## src/rtl/muldiv_unit.sv

```systemverilog
// Iterative RV32M multiply/divide unit: shift-add multiplier and restoring divider
// that retire BITS_PER_CYCLE bits per clock, followed by a one-cycle sign fixup.
module muldiv_unit #(
    parameter int unsigned XLEN           = 32,
    parameter int unsigned BITS_PER_CYCLE = 1
) (
    input  logic            clk,
    input  logic            rst_n,
    input  logic            start,
    input  logic [2:0]      function_3,
    input  logic [XLEN-1:0] operand_a,
    input  logic [XLEN-1:0] operand_b,
    input  logic            flush,
    output logic            ready,
    output logic            busy,
    output logic            result_valid,
    output logic [XLEN-1:0] result
);

    localparam int unsigned BPC   = BITS_PER_CYCLE;
    localparam int unsigned N     = XLEN / BPC;
    localparam int unsigned CNT_W = (N > 1) ? $clog2(N) : 1;
    localparam logic [CNT_W-1:0] CNT_LAST = CNT_W'(N - 1);
    localparam logic [XLEN-1:0]  INT_MIN  = {1'b1, {(XLEN-1){1'b0}}};

    typedef enum logic [2:0] {
        OP_MUL    = 3'b000,
        OP_MULH   = 3'b001,
        OP_MULHSU = 3'b010,
        OP_MULHU  = 3'b011,
        OP_DIV    = 3'b100,
        OP_DIVU   = 3'b101,
        OP_REM    = 3'b110,
        OP_REMU   = 3'b111
    } op_e;

    typedef enum logic [1:0] {
        S_IDLE,
        S_CALC,
        S_FIXUP
    } state_e;

    state_e            state_q;
    op_e               op_q;
    logic [CNT_W-1:0]  counter_q;
    logic [XLEN-1:0]   a_q;
    logic [XLEN-1:0]   b_q;
    logic [2*XLEN-1:0] acc_q;
    logic [XLEN-1:0]   rem_q;
    logic              sign_a_q;
    logic              neg_q;
    logic              special_q;
    logic [XLEN-1:0]   special_val_q;
    logic [XLEN-1:0]   result_q;
    logic              result_valid_q;

    // Operand decode at accept time.
    logic            sgn_a_in, sgn_b_in;
    logic            neg_a_in, neg_b_in;
    logic [XLEN-1:0] mag_a_in, mag_b_in;
    logic            is_div_in, div_zero_in, div_ovf_in, special_in;
    logic [XLEN-1:0] special_val_in;

    // NOTE: every variable written in always_comb gets a default first so no latch is inferred.
    always_comb begin
        sgn_a_in = 1'b0;
        sgn_b_in = 1'b0;
        case (op_e'(function_3))
            OP_MUL, OP_MULH, OP_DIV, OP_REM: begin
                sgn_a_in = 1'b1;
                sgn_b_in = 1'b1;
            end
            OP_MULHSU: sgn_a_in = 1'b1;
            default: ;
        endcase
    end

    assign neg_a_in    = sgn_a_in & operand_a[XLEN-1];
    assign neg_b_in    = sgn_b_in & operand_b[XLEN-1];
    assign mag_a_in    = neg_a_in ? -operand_a : operand_a;
    assign mag_b_in    = neg_b_in ? -operand_b : operand_b;
    assign is_div_in   = function_3[2];
    assign div_zero_in = (operand_b == '0);
    assign div_ovf_in  = ~function_3[0] & (operand_a == INT_MIN) & (operand_b == '1);
    assign special_in  = is_div_in & (div_zero_in | div_ovf_in);

    // function_3[1] separates REM* from DIV* among the divide opcodes.
    always_comb begin
        if (div_zero_in) special_val_in = function_3[1] ? operand_a : '1;
        else             special_val_in = function_3[1] ? '0 : operand_a;
    end

    // Multiply step: the low half of acc_q holds the not-yet-consumed multiplier bits.
    logic [XLEN+BPC-1:0] mul_sum;
    logic [2*XLEN-1:0]   mul_acc_d;

    assign mul_sum   = {{BPC{1'b0}}, acc_q[2*XLEN-1:XLEN]}
                     + ((XLEN+BPC)'(a_q) * (XLEN+BPC)'(acc_q[BPC-1:0]));
    assign mul_acc_d = {mul_sum, acc_q[XLEN-1:BPC]};

    // Restoring divide step; dividend shifts out of the quotient register as quotient bits enter.
    logic [XLEN-1:0] div_rem_d, div_quo_d;
    logic [XLEN:0]   trial;

    // NOTE: blocking assignments here chain the BPC sub-steps within one cycle; state uses <=.
    always_comb begin
        div_rem_d = rem_q;
        div_quo_d = acc_q[XLEN-1:0];
        trial     = '0;
        for (int i = 0; i < int'(BPC); i++) begin
            trial     = {div_rem_d, div_quo_d[XLEN-1]};
            div_quo_d = {div_quo_d[XLEN-2:0], 1'b0};
            if (trial >= {1'b0, b_q}) begin
                trial        = trial - {1'b0, b_q};
                div_quo_d[0] = 1'b1;
            end
            div_rem_d = trial[XLEN-1:0];
        end
    end

    // Sign correction and output selection.
    logic [2*XLEN-1:0] prod_f;
    logic [XLEN-1:0]   quo_f, rem_f, result_d;

    assign prod_f = neg_q    ? -acc_q : acc_q;
    assign quo_f  = neg_q    ? -acc_q[XLEN-1:0] : acc_q[XLEN-1:0];
    assign rem_f  = sign_a_q ? -rem_q : rem_q;

    always_comb begin
        case (op_q)
            OP_MUL:                     result_d = prod_f[XLEN-1:0];
            OP_MULH, OP_MULHSU, OP_MULHU: result_d = prod_f[2*XLEN-1:XLEN];
            OP_DIV, OP_DIVU:            result_d = quo_f;
            default:                    result_d = rem_f;
        endcase
        if (special_q) result_d = special_val_q;
    end

    // NOTE: only control state and the visible result are reset; datapath registers are
    // always loaded at accept before being read.
    always_ff @(posedge clk) begin
        if (!rst_n) begin
            state_q        <= S_IDLE;
            counter_q      <= '0;
            result_q       <= '0;
            result_valid_q <= 1'b0;
        end else begin
            result_valid_q <= 1'b0;
            case (state_q)
                S_IDLE: begin
                    if (start && !flush) begin
                        op_q          <= op_e'(function_3);
                        a_q           <= mag_a_in;
                        b_q           <= mag_b_in;
                        acc_q         <= {{XLEN{1'b0}}, is_div_in ? mag_a_in : mag_b_in};
                        rem_q         <= '0;
                        sign_a_q      <= neg_a_in;
                        neg_q         <= neg_a_in ^ neg_b_in;
                        special_q     <= special_in;
                        special_val_q <= special_val_in;
                        counter_q     <= CNT_LAST;
                        state_q       <= special_in ? S_FIXUP : S_CALC;
                    end
                end
                S_CALC: begin
                    if (flush) begin
                        state_q <= S_IDLE;
                    end else begin
                        if (op_q[2]) begin
                            acc_q[XLEN-1:0] <= div_quo_d;
                            rem_q           <= div_rem_d;
                        end else begin
                            acc_q <= mul_acc_d;
                        end
                        if (counter_q == '0) state_q   <= S_FIXUP;
                        else                 counter_q <= counter_q - 1'b1;
                    end
                end
                S_FIXUP: begin
                    state_q <= S_IDLE;
                    if (!flush) begin
                        result_q       <= result_d;
                        result_valid_q <= 1'b1;
                    end
                end
                default: state_q <= S_IDLE;
            endcase
        end
    end

    assign ready        = (state_q == S_IDLE);
    assign busy         = ~ready;
    assign result_valid = result_valid_q;
    assign result       = result_q;

endmodule

```

## config.mk

```make
export PLATFORM = sky130hd
export DESIGN_NAME = muldiv_unit
export DESIGN_NICKNAME = d
export VERILOG_FILES = /design/src/rtl/muldiv_unit.sv
export SDC_FILE = /design/constraint.sdc
export NUM_CORES = 1
export LEC_CHECK = 0
export CAP_MARGIN = 15
export CORE_MARGIN = 2
export CORE_UTILIZATION = 45
export DETAILED_ROUTE_END_ITERATION = 8
export PLACE_DENSITY_LB_ADDON = 0.05
export RECOVER_POWER = 25
export REMOVE_ABC_BUFFERS = 1
export SETUP_SLACK_MARGIN = 0.05
export SYNTH_ARGS = -nofsm -noshare
export SYNTH_HDL_FRONTEND = slang
export SYNTH_SLANG_ARGS = --single-unit
```

## constraint.sdc

```tcl
create_clock -name clk -period 10.4 [get_ports clk]
set_clock_uncertainty 0.2 [all_clocks]
set_input_delay 2.08 -clock clk [delete_from_list [all_inputs] [get_ports clk]]
set_output_delay 2.08 -clock clk [all_outputs]
set_load 0.1 [all_outputs]
```

==> flow_metrics.tcl <==
set metrics [dict create \
    timing.final.ws_setup_ns 3.35 \
    pre_cts_ws_ns 3.92 \
    post_synth_mux_area_share_pct 5.00 \
    num-nets-final 2080 \
    vdd_drop_max_mv 0.114 \
    hold-path-cell-count 1 \
    synth_top_cells_by_area "edfxtp_1 (35%), ha_1 (5.2%), xor2_1 (5.1%)" \
    min_period_ns 7.05 \
    cts.clk_slew.worst_paths_ns 0.06 \
    final-hold-violation-count 0 \
    cts_tree "built" \
    max_cap_violations 4 \
    detail_route.wirelength_um 55700 \
    synth_edf_count 198 \
    synth_xor_xnor_area_share_pct 9.96 \
    detail_route.drc_violations 0 \
    clock_network_latency_to_the_later_pin_of_the_worst_skew_pair_ns 0.57 \
    final_setup_tns_ns 0 \
    io_pins 106 \
    min_from "counter_q[0]" \
    power_density_nw_per_um2 131 \
    post_cts_hold_buffer_count 0 \
    detailedPlacementHpwl_um 41100 \
    drt-wirelength-per-cell_um 22.6 \
    layout.filler_cells 3516 \
    startpoint_type_of_the_worst_setup_path "input port" \
    fp.dieArea_um2 39300 \
    power.share.sequential_pct 44.3 \
    crit_path_largest_cell_delay_ns 2.96 \
    tritoncts_num_sinks 238 \
    grt_overflow_total 0 \
    timing.critical_path.buf_inv 3 \
    synth-main-ff-cell "edfxtp_1" \
    ff2ff_path_depth 5 \
    power.static_leakage_nw 7.22 \
    grt_start_max_net_pins 74 \
    ctsResizeCount 0 \
    clock_power_share_pct 37.5 \
    post_cts_setup_buffer_count 0 \
    routabilityCongestion 0.965 \
    fmax_ghz 0.142 \
    synth.distinct_cells 73 \
    ys_seq_elements 238 \
    critical_path_required_ns 10.40 \
    htree_levels 1 \
    postSynth.asyncResetShare_pct 0 \
    place.port_buffers 105 \
    run_status "finished with violations" \
    layout.cells.non_filler 2468 \
    gr-usage-all-layers_pct 28.2 \
    insertedDiodeCount 0 \
    avg_cell_area_syn_um2 9.13 \
    critical_path.endpoint_type "flop" \
    antenna_nets_post_route 0 \
    grt_pass1_vias 13797 \
    utilization_pct 51.8 \
    final_max_slew_viol_count 149 \
    clockBufferDepth 3 \
    netSwitchingFraction_pct 29.3 \
    synth_simple_gate_area_share_pct 18.7 \
    syn_area_um2 17000 \
    dr.pass1.iters 6 \
    drive_above_1_share_pct 5.77 \
    floorplan.die.width_um 198 \
    detailroute.via_count 14600 \
    start_util_pct 45.4 \
    critPathArrivalTime_ns 7.05 \
    first_iter_violations 1231 \
    critical_path_cell_count 5 \
    internal_power_mw 1.79 \
    cts_buffer_count 29 \
    failing_checks "max-capacitance violations, max-slew violations" \
    number_of_cells_after_detailed_placement 2415 \
    synth.yosys.warnings 0 \
    net_switching_power_mw 0.742 \
    critical_path.reg2reg.startpoint "state_q[1]" \
    finalCritPeriodShare_pct 67.8 \
    synthesized_area_fraction_occupied_by_ao_oa_aoi_and_oai_cells_pct 17.6 \
    rsz0062_at_grt "no" \
    syn_to_final_growth_pct 14.2 \
    floorplan.die.height_um 198 \
    design.core.area_um2 37400 \
    synth_fa_ha_area_share_pct 5.47 \
    setup.worst_path.start "flush" \
    worst_slew_pin_slew_ns 4.10 \
    cell_chain_critical_path "dlygate4sd3_1, inv_1, and3_1, and2_0, buf_4" \
    synth_seq_area_share_pct 39.7 \
    grt_antenna_before_repair 0 \
    global_route_wire_length_before_repair_um 83500 \
    timing.final.setup_violations 0 \
    critical_path.top_delay_family "simple AND/OR/NAND/NOR gates" \
    hold_removal_path_class "reg -> reg" \
    detail_route.vias_per_cell 5.92 \
    synthesis.instances 1859 \
    row_count 71 \
    ctsRootBufferMaster "clkbuf_16" \
    cp_slowest_cell "and2_0" \
    critPathMaxFanout 59 \
    post-synth-top-area-fraction_pct 35.0 \
    relative_slew_slack_pct -173 \
    largest_family_of_logic_cells_by_synthesized_area "simple AND/OR/NAND/NOR gates" \
    power.combinational.fraction_pct 18.3 \
    timing_worst_setup_path_type "in -> reg" \
    dominant_cell_type_by_area_after_synthesis "edfxtp_1" \
]
logic make-up after synthesis:
family,after synthesis
and+or+nand+nor,638
xor gates and xnor gates,193
buffers and inverters,158
DFF,238
muxes,82
AOI/OAI and AO/OA,477
adders and majority gates,73
power groups by stage:
stage | logic [mW] | clock network [mW] | registers, mW
5_1_grt | 0.504 | 1.00 | 1.13
3_5_place_dp | 0.458 | 0 | 1.14
3_3_place_gp | 0.454 | 0 | 1.14
2_1_floorplan | 0.276 | 0 | 1.16
4_1_cts | 0.461 | 0.968 | 1.12
6_report | 0.463 | 0.950 | 1.12
synthesized netlist by cell type, types with 4 or more instances:
cell type  count
edfxtp_1     198
nand2_1      176
nor2_1       146
o21ai_0      141
a21oi_1      122
xor2_1        98
xnor2_1       95
inv_1         77
ha_1          71
clkbuf_1      70
nor3_1        62
mux2i_1       59
and2_1        47
dfxtp_1       40
or3_1         36
nand3_1       33
o31ai_1       32
o221ai_1      25
mux2_2        23
nand2b_1      23
or4_1         23
a21o_1        22
a211oi_1      21
nor4_1        17
nand4_1       16
o21a_1        15
o22ai_1       14
o41ai_1       14
nor2b_1       13
o211ai_1      12
or2_2         12
a31oi_1       11
and3_1        11
buf_1          9
a221oi_1       6
o21bai_1       6
o31a_1         5
a31o_2         4
o21ai_1        4
metal layers:
metal / vias to the layer above / share of wire (%) / track usage [%]
li1: 7008 / - / -
met1: 7032 / 45 / 39.2
met2: 502 / 46 / 45.5
met3: 58 / 6.6 / 4.67
met4: 0 / 2.2 / 7.46
met5: - / 0 / 0
stage by stage:
| step | hold slack, ns | area (um2) | power [mW] |
|---|---|---|---|
| after floorplan | 0.267 | 16700 | 1.43 |
| after global placement | 0.276 | 18500 | 1.59 |
| after detailed placement | 0.283 | 18500 | 1.60 |
| after CTS | 0.291 | 19400 | 2.55 |
| after global routing | 0.321 | 19400 | 2.63 |
| final | 0.299 | 19400 | 2.54 |
path summary, 6_finish.rpt:
| path | to | slack [ns] |
|---|---|---|
| max | b_q[20] | 3.35 |
| min | counter_q[0] | 0.30 |
| max reg2reg | b_q[20] | 4.77 |
| min reg2reg | counter_q[0] | 0.30 |
area by class of cell:
type	count	area [um2]	area share [%]
Clock inverter	13	87.6	0.452
Inverter	77	289	1.49
Timing Repair Buffer	127	1190	6.14
Sequential cell	238	6750	34.8
Tap cell	511	639	3.30
Clock buffer	39	763	3.94
Multi-Input combinational cell	1463	9670	49.9
worst reg2reg max path: stages (launching register included):
cell and delay, ns:
dfxtp_1 0.37, or2_2 0.36, inv_1 0.11, and3_1 0.34, and2_0 2.96, buf_4 0.88
flip-flops by register name, indices dropped and copies added (netlist names), 2 cells and up:
register / cells
op_q: 3
counter_q: 5
rem_q: 32
b_q: 32
a_q: 32
result: 32
state_q: 2
acc_q: 64
special_val_q: 32
cells in the final DEF (no fill, tap or decap), types with 41 or more instances in the layout:
master / Yosys / routed
a21oi_1: 122 / 120
and2_1: 47 / 41
clkdlybuf4s50_1: 0 / 99
edfxtp_1: 198 / 198
ha_1: 71 / 71
inv_1: 77 / 77
mux2i_1: 59 / 59
nand2_1: 176 / 176
nor2_1: 146 / 145
nor3_1: 62 / 62
o21ai_0: 141 / 141
xnor2_1: 95 / 95
xor2_1: 98 / 98
Power figures use the tool's default switching activity.
